### src/rtl/uart_pkg.sv
// Shared definitions for the UART transmitter and receiver.
//   uart_state_t : frame state shared by uart_tx and uart_rx
//   PAR_*        : parity-mode encodings for the PARITY parameter
//   parity_bit() : parity bit for a byte under a given mode
package uart_pkg;

    typedef enum logic [2:0] {
        ST_IDLE,
        ST_START,
        ST_DATA,
        ST_PARITY,
        ST_STOP
    } uart_state_t;

    localparam int PAR_NONE = 0;
    localparam int PAR_ODD  = 1;
    localparam int PAR_EVEN = 2;

    // Odd parity makes the total count of ones (data + parity) odd.
    function automatic logic parity_bit(input logic [7:0] data, input int mode);
        return (mode == PAR_ODD) ? ~^data : ^data;
    endfunction

endpackage

### src/rtl/uart_tx_if.sv
// Byte handshake into the UART transmitter.
//   i_data  : byte to transmit, sampled when i_valid && o_ready
//   i_valid : producer has a byte
//   o_ready : transmitter holding register is empty
interface uart_tx_if;
    logic [7:0] i_data;
    logic       i_valid;
    logic       o_ready;

    modport master (output i_data, output i_valid, input o_ready);
    modport slave  (input i_data, input i_valid, output o_ready);
endinterface

### src/rtl/uart_bit_timer.sv
// Serial bit timer: counts clk cycles within one bit period.
//   clk, rst_n : clock and async active-low reset
//   clear      : hold the count at zero (used while the line is idle)
//   tick       : high on the last cycle of each bit period
module uart_bit_timer #(
    parameter int CLKS_PER_BIT = 3
) (
    input  logic clk,
    input  logic rst_n,
    input  logic clear,
    output logic tick
);
    localparam int CNT_W = (CLKS_PER_BIT > 1) ? $clog2(CLKS_PER_BIT) : 1;
    localparam logic [CNT_W-1:0] CNT_LAST = CNT_W'(CLKS_PER_BIT - 1);

    logic [CNT_W-1:0] cnt;

    always_ff @(posedge clk or negedge rst_n) begin
        if (!rst_n) begin
            cnt <= '0;
        end else if (clear || (cnt == CNT_LAST)) begin
            cnt <= '0;
        end else begin
            cnt <= cnt + CNT_W'(1);
        end
    end

    assign tick = (cnt == CNT_LAST);

endmodule

### src/rtl/uart_tx.sv
// UART transmitter: start bit, 8 data bits LSB first, optional parity,
// 1 or 2 stop bits. A one-entry holding register accepts the next byte
// while the current frame shifts, so streamed frames have no idle gap.
//   clk, rst_n : clock and async active-low reset
//   bus        : byte handshake (i_data, i_valid in; o_ready out)
//   serial     : registered line output, idle high
//   o_busy     : a frame is in progress
//   o_done     : one-cycle pulse after the last stop bit of each frame
//
// state     | meaning
// ----------+---------------------------------------------
// ST_IDLE   | line high, waiting for the holding register
// ST_START  | start bit (line low)
// ST_DATA   | data bit idx, line = shift[0]
// ST_PARITY | parity bit (only when PARITY != PAR_NONE)
// ST_STOP   | stop bit stop_cnt (line high)
module uart_tx
    import uart_pkg::*;
#(
    parameter int CLKS_PER_BIT = 3,
    parameter int PARITY       = PAR_NONE,
    parameter int STOP_BITS    = 1
) (
    input  logic     clk,
    input  logic     rst_n,
    uart_tx_if.slave bus,
    output logic     serial,
    output logic     o_busy,
    output logic     o_done
);
    localparam logic STOP_LAST = (STOP_BITS == 2);

    uart_state_t state, state_nxt;
    logic [7:0]  hold_data;
    logic        hold_full;
    logic [7:0]  shift, shift_nxt;
    logic        par_bit, par_nxt;
    logic [2:0]  idx, idx_nxt;
    logic        stop_cnt, stop_nxt;
    logic        serial_nxt, done_nxt;
    logic        accept, load, tick, bit_clear;

    // The timer only runs inside a frame, so every START begins at count 0.
    assign bit_clear = (state == ST_IDLE);

    uart_bit_timer #(
        .CLKS_PER_BIT(CLKS_PER_BIT)
    ) u_bit_timer (
        .clk  (clk),
        .rst_n(rst_n),
        .clear(bit_clear),
        .tick (tick)
    );

    assign bus.o_ready = ~hold_full;
    assign accept      = bus.i_valid & ~hold_full;
    assign o_busy      = (state != ST_IDLE);

    always_ff @(posedge clk or negedge rst_n) begin
        if (!rst_n) begin
            hold_data <= '0;
            hold_full <= 1'b0;
        end else if (accept) begin
            hold_data <= bus.i_data;
            hold_full <= 1'b1;
        end else if (load) begin
            hold_full <= 1'b0;
        end
    end

    always_ff @(posedge clk or negedge rst_n) begin
        if (!rst_n) begin
            state    <= ST_IDLE;
            shift    <= '0;
            par_bit  <= 1'b0;
            idx      <= '0;
            stop_cnt <= 1'b0;
            serial   <= 1'b1;
            o_done   <= 1'b0;
        end else begin
            state    <= state_nxt;
            shift    <= shift_nxt;
            par_bit  <= par_nxt;
            idx      <= idx_nxt;
            stop_cnt <= stop_nxt;
            serial   <= serial_nxt;
            o_done   <= done_nxt;
        end
    end

    always_comb begin
        state_nxt  = state;
        shift_nxt  = shift;
        par_nxt    = par_bit;
        idx_nxt    = idx;
        stop_nxt   = stop_cnt;
        load       = 1'b0;
        done_nxt   = 1'b0;
        serial_nxt = 1'b1;

        case (state)
            ST_IDLE: begin
                if (hold_full) begin
                    load      = 1'b1;
                    state_nxt = ST_START;
                end
            end
            ST_START: begin
                if (tick) begin
                    state_nxt = ST_DATA;
                    idx_nxt   = '0;
                end
            end
            ST_DATA: begin
                if (tick) begin
                    shift_nxt = {1'b0, shift[7:1]};
                    idx_nxt   = idx + 3'd1;
                    if (idx == 3'd7) begin
                        state_nxt = (PARITY == PAR_NONE) ? ST_STOP : ST_PARITY;
                        stop_nxt  = 1'b0;
                    end
                end
            end
            ST_PARITY: begin
                if (tick) begin
                    state_nxt = ST_STOP;
                    stop_nxt  = 1'b0;
                end
            end
            ST_STOP: begin
                if (tick) begin
                    if (stop_cnt == STOP_LAST) begin
                        done_nxt = 1'b1;
                        // A waiting byte goes straight into its start bit.
                        if (hold_full) begin
                            load      = 1'b1;
                            state_nxt = ST_START;
                        end else begin
                            state_nxt = ST_IDLE;
                        end
                    end else begin
                        stop_nxt = stop_cnt + 1'b1;
                    end
                end
            end
            default: state_nxt = ST_IDLE;
        endcase

        if (load) begin
            shift_nxt = hold_data;
            par_nxt   = parity_bit(hold_data, PARITY);
        end

        // serial is registered, so it follows the state being entered.
        case (state_nxt)
            ST_START:  serial_nxt = 1'b0;
            ST_DATA:   serial_nxt = shift_nxt[0];
            ST_PARITY: serial_nxt = par_nxt;
            default:   serial_nxt = 1'b1;
        endcase
    end

endmodule

### src/flat_wrapper.sv
// flat-port wrapper written by rule: the top's interface ports become plain ports
module uart_tx_flat import uart_pkg::*;
#(
    parameter int CLKS_PER_BIT = 3,
    parameter int PARITY       = PAR_NONE,
    parameter int STOP_BITS    = 1
)
  (clk, rst_n, serial, o_busy, o_done, bus_i_data, bus_i_valid, bus_o_ready);
  uart_tx_if bus_i ();
  input  logic clk;
  input  logic rst_n;
  output logic serial;
  output logic o_busy;
  output logic o_done;
  input wire logic [$bits(bus_i.i_data)-1:0] bus_i_data;
  input wire logic [$bits(bus_i.i_valid)-1:0] bus_i_valid;
  output wire logic [$bits(bus_i.o_ready)-1:0] bus_o_ready;
  assign bus_i.i_data = bus_i_data;
  assign bus_i.i_valid = bus_i_valid;
  assign bus_o_ready = bus_i.o_ready;
  uart_tx #(.CLKS_PER_BIT(CLKS_PER_BIT), .PARITY(PARITY), .STOP_BITS(STOP_BITS)) u_core (.clk(clk), .rst_n(rst_n), .bus(bus_i), .serial(serial), .o_busy(o_busy), .o_done(o_done));
endmodule
### config.mk
export PLATFORM = sky130hd
export DESIGN_NAME = uart_tx_flat
export DESIGN_NICKNAME = d
export VERILOG_FILES = /design/src/rtl/uart_pkg.sv /design/src/rtl/uart_tx_if.sv /design/src/rtl/uart_bit_timer.sv /design/src/rtl/uart_tx.sv /design/src/flat_wrapper.sv
export SDC_FILE = /design/constraint.sdc
export NUM_CORES = 1
export LEC_CHECK = 0
export CORE_MARGIN = 4
export CORE_UTILIZATION = 46
export CTS_BUF_LIST = sky130_fd_sc_hd__clkbuf_16
export DETAILED_ROUTE_END_ITERATION = 16
export PLACE_DENSITY = 0.67
export SKIP_LAST_GASP = 1
export SYNTH_ARGS = -nofsm -noshare
export SYNTH_HDL_FRONTEND = slang
export SYNTH_SLANG_ARGS = --single-unit
### constraint.sdc
create_clock -name clk -period 1.9 [get_ports clk]
set_input_delay 0.19 -clock clk [delete_from_list [all_inputs] [get_ports clk]]
set_output_delay 0.19 -clock clk [all_outputs]
set_load 0.1 [all_outputs]
Word level (Yosys, flattened, before mapping)
Index checks and enable logic that the tools add are counted.
- register bits after elaboration: 29
- bits of input ports: 11
- output and inout bits: 4
- word-level logic and storage cells: 75
- add/subtract/negate cells: 3
- eq/ne operators: 14
- muxes and demuxes: 33
- bitwise gates (word level): 2
- reduce and logical (&&, ||, !) cells: 12
- operator list (operator ; number):
    3-bit two-way mux ; 9
    8-bit two-way mux ; 3
    1-bit two-way mux ; 15
    3-bit case mux with 5 select lines ; 1
    3-bit by 2-bit equality test with 1-bit output, second input constant ; 4
    2-bit by 1-bit != test with 1-bit output, second input constant ; 5
    2-bit nonzero test ; 4
    8-bit parity ; 1
    3-bit by 1-bit equality test with 1-bit output, second input constant ; 2
    3-bit equality test, second input constant ; 2
    1-bit case mux with 3 select lines ; 2
    3-bit case mux with 2 select lines ; 1
    3-bit nonzero test ; 2
    5-bit AND reduction ; 1
    3-bit by 1-bit adder with 3-bit output, second input constant ; 1
    3-bit logical NOT ; 1
    3-bit AND reduction ; 1
    2-bit by 1-bit adder with 2-bit output, second input constant ; 1
    2-bit equality test, second input constant ; 1
    2-bit two-way mux ; 1
    1-bit case mux with 2 select lines ; 1
    2-bit AND reduction ; 1
    1-bit adder, second input constant ; 1
    1-bit bitwise AND ; 1
    other kinds (2) ; 2

Logic depth before layout (Yosys ltp)
- depth in word-level cells: 6
- depth in mapped cells: 8
- mapped depth without buffers: 6

By module
A second synthesis with hierarchy kept.
- cells, all modules: 125
- area, all modules: 1322.5 um2
- by module, submodules not included (module ; times used ; cells each ; area an instance (um2) ; sequential area each (um2)):
    uart_tx ; 1 ; 119 ; 1236.2 ; 651.9
    uart_bit_timer ; 1 ; 6 ; 86.3 ; 50.0

Least setup slack after synthesis
OpenSTA, ideal clock, no wires.
- kind: register to register
- start point: register u_core.u_bit_timer.cnt[0]
- end point: register u_core.serial
- setup time: 87 ps
- arrival: 1479 ps
- data required time: 1813 ps
- setup slack: 334 ps
- cell stages (with the launch flop): 8
- path buffers: 1
- period minus slack after synthesis: 1566 ps
- path through: dfrtp_1 > inv_1 > ha_1 > nor4bb_1 > buf_4 > mux2i_1 > nor2b_1 > o221ai_2
- longest elaborated chain between the ends: 5
- elaborated cells between the ends (all ways): 16
- those cells by class: 4 x eq/ne; 12 x mux
- ends and longest elaborated chain (item ; RTL line ; source):
    start: declaration ; uart_bit_timer.sv:16 ; logic [CNT_W-1:0] cnt;
    start signal: assignment ; uart_bit_timer.sv:24 ; cnt <= cnt + CNT_W'(1);
    2-bit equality test * ; uart_bit_timer.sv:28 ; assign tick = (cnt == CNT_LAST);
    3-bit two-way mux, or another cell as far along ; uart_tx.sv:131 ; if (tick) begin
    3-bit case mux with 5 select lines, or another cell as far along ; uart_tx.sv:101 ; case (state)
    3-bit by 2-bit equality test with 1-bit output, or another cell as far along ; uart_tx.sv:155 ; case (state_nxt)
    1-bit case mux with 3 select lines * ; uart_tx.sv:155 ;
    named net u_core.serial_nxt ; uart_tx.sv:40 ; logic serial_nxt, done_nxt;
    end signal: assignment ; uart_tx.sv:86 ; serial <= serial_nxt;
    end: declaration ; uart_tx.sv:27 ; output logic serial,
Mark *: on every way through the listed nets, which the timed path passes. The rest lies on a longest branch. The select of a mux whose other input is x is not followed.
A chain may end at the register's enable or synchronous reset.

Worst setup path in the final report
Same ends and word-level chain as after synthesis.

==> impl_metrics.json <==
{
  "cts_made_buffers": 3,
  "vias_per_cell": 5.28,
  "pin_count": 15,
  "grt_setup_unrepaired": "false",
  "clockBufferDepth": 2,
  "netlist-cell-type-count": 29,
  "synth_fp_nets": 130,
  "start_kind": "flop",
  "fin_cells": 166,
  "slew_headroom_pct": 66.2,
  "maxCapViolCount": 0,
  "synthTopCellsByArea": "dfrtp_1, mux2_2, xnor2_1",
  "ys_warn_count": 0,
  "critPathCaptureType": "flop",
  "ant_nets": 0,
  "die_y_um": 61.5,
  "peakVddDrop_v": 0.00137,
  "synthTopCellsByCount": "dfrtp_1, nand2_1, mux2_2",
  "drc_errors": 0,
  "grt_usage_pct": 13.7,
  "gr-total-overflow": 0,
  "setup_viol": 0,
  "skew_ns": 0.00427,
  "min_period_ns": 1.73,
  "cp.arrival_ns": 1.91,
  "antenna_cells": 0,
  "ys_ff_latch": 28,
  "tns_ns": 0,
  "ctsHoldBuffers": 0,
  "clk_latency_ns": 0.26,
  "via_count": 877,
  "slew_violations": 0,
  "synth_area_um2": 1320,
  "routabilityCongestion": 0.779,
  "status": "finished, final reports clean",
  "design.core.area_um2": 2760,
  "yosysMostFrequentCell": "dfrtp_1",
  "period_share_pct": 91.1,
  "fmax_mhz": 577,
  "cts_htree_levels": 1,
  "hold_class": "input port to async pin",
  "yosysSeqAreaShare_pct": 53.3,
  "avgSynthCellArea_um2": 11.4,
  "grt_pass1_wl_um": 3850,
  "synth-async-reset-ratio_pct": 100,
  "postCtsSetupBuffers": 0,
  "grt_pass1_vias": 827,
  "yosys.area.top_type_share_pct": 51.3,
  "cp_max_fo": 5,
  "path_cells": "inv_1, ha_1, nor4bb_2, mux2i_1, nor2b_1, o221ai_2",
  "cts_sinks": 28,
  "synth_top_area_cell": "dfrtp_1",
  "routedWlPerCell_um": 13.2,
  "hold_viol_final": 0,
  "place_inst": 162,
  "synth_ff_type": "dfrtp_1",
  "path_clk_slew_ns": 0.07,
  "nets": 150,
  "crit_required_ns": 2.08,
  "powerDensity_nw_per_um2": 1890,
  "finalWirelength_um": 2190,
  "die_w_um": 61.5,
  "worst_pin_slew_ns": 0.505,
  "firstDrtPassIters": 4,
  "synthCells": 116,
  "die-area_um2": 3780,
  "cts_root_buf": "clkbuf_16",
  "hpwlAfterDp_um": 1640,
  "antenna_found_initial": 0,
  "grt_max_degree": 20,
  "cpMaxStageDelayCell": "nor4bb_2",
  "num_rows": 19,
  "syn_to_final_growth_pct": 22.8,
  "synth_edf_count": 0,
  "max_stage_delay_ns": 0.41,
  "port_buffers": 14,
  "critPathKind": "flop to flop",
  "drt_iter0_drc": 27,
  "layout-drive-gt1-share_pct": 20.0,
  "cts_resized": 0,
  "tritoncts": "built",
  "leakage_nw": 0.705,
  "initial_utilization_pct": 47.8
}
[registers in the layout, summed over array words and instances, names as in the netlist]
register / flops
u_core.hold_data: 8
u_core.shift: 8
u_core.idx: 3
u_core.state: 3
u_core.u_bit_timer.cnt: 2
u_core.hold_full: 1
u_core.o_done: 1
u_core.par_bit: 1
u_core.serial: 1
[critical path, delay by kind of cell, from the launching register on]
kind,cells,cell delay [ns]
compound gates,1,0.11
buf+inv,1,0.06
mux,1,0.27
flops,1,0.38
simple gates,2,0.59
fa+ha+maj,1,0.24
[report_power, final]
group	internal (mW)	total [mW]	switching, mW
Combinational	0.694	1.47	0.778
Clock	0.281	0.467	0.185
Sequential	0.888	1.12	0.234
Total	1.86	3.06	1.20
[kinds of logic (layout without fill, tap and decap cells)]
group                      after synthesis  count (layout)  share of synthesized area [%]
adders and majority gates                3               3                           2.85
muxes                                   15              15                           12.3
DFF                                     28              28                           53.3
xor gates and xnor gates                 7               7                           4.65
buffers and inverters                    9              28                           3.23
AOI/OAI and AO/OA                       22              22                           11.3
and+or+nand+nor                         32              32                           12.4
[final cells by class]
class | count | area (um^2)
multi-input combinational | 79 | 579
tap | 31 | 38.8
inverter | 3 | 11.3
sequential | 28 | 702
clock inverter | 1 | 3.75
clock buffer | 3 | 75.1
fill | 244 | 1140
timing repair buffer | 21 | 208
[final timing paths]
kind	start	endpoint	slack, ns	cells after the start
min reg2reg	u_core.u_bit_timer.cnt[0]	u_core.u_bit_timer.cnt[0]	0.45	1
max	u_core.u_bit_timer.cnt[0]	u_core.serial	0.17	6
min in group clk	u_core.u_bit_timer.cnt[0]	u_core.u_bit_timer.cnt[0]	0.45	1
max in group asynchronous	rst_n	u_core.hold_data[3]	1.16	2
min	rst_n	u_core.state[2]	0.27	1
max reg2reg	u_core.u_bit_timer.cnt[0]	u_core.serial	0.17	6
[stage by stage]
step | instance area, um^2 | hold WS, ns | setup slack (ns) | util (%) | power [mW]
3_5_place_dp | 1540 | 0.442 | 0.177 | 55.8 | 2.62
6_report | 1620 | 0.269 | 0.168 | 58.7 | 3.06
3_3_place_gp | 1540 | 0.418 | 0.245 | 55.8 | 2.57
2_1_floorplan | 1320 | -0.106 | 0.334 | - | 2.24
5_1_grt | 1620 | 0.302 | 0.00493 | 58.7 | 3.31
4_1_cts | 1620 | 0.290 | 0.159 | 58.7 | 3.09
[layer usage]
metal	vias up	GRT usage [%]	part of all wire, %
li1	443	-	-
met1	422	18.4	48
met2	10	21.2	48
met3	2	2.73	3.4
met4	0	6.36	0.77
met5	-	0	0
[cells in the final DEF, fill, tap and decap left out, types with 2 or more instances in the layout]
cell type         n
a22o_1            6
mux2_2            9
mux2i_1           6
ha_1              3
clkdlybuf4s50_1  10
clkbuf_16         3
xnor2_1           7
nor2b_1           5
nor2_1            6
buf_4             9
buf_12            2
nand2b_1          2
nor3_1            3
nand2_1          10
inv_1             4
dfrtp_1          27
a21oi_1           3
o21ai_1           8
(Power assumes the default switching activity.)
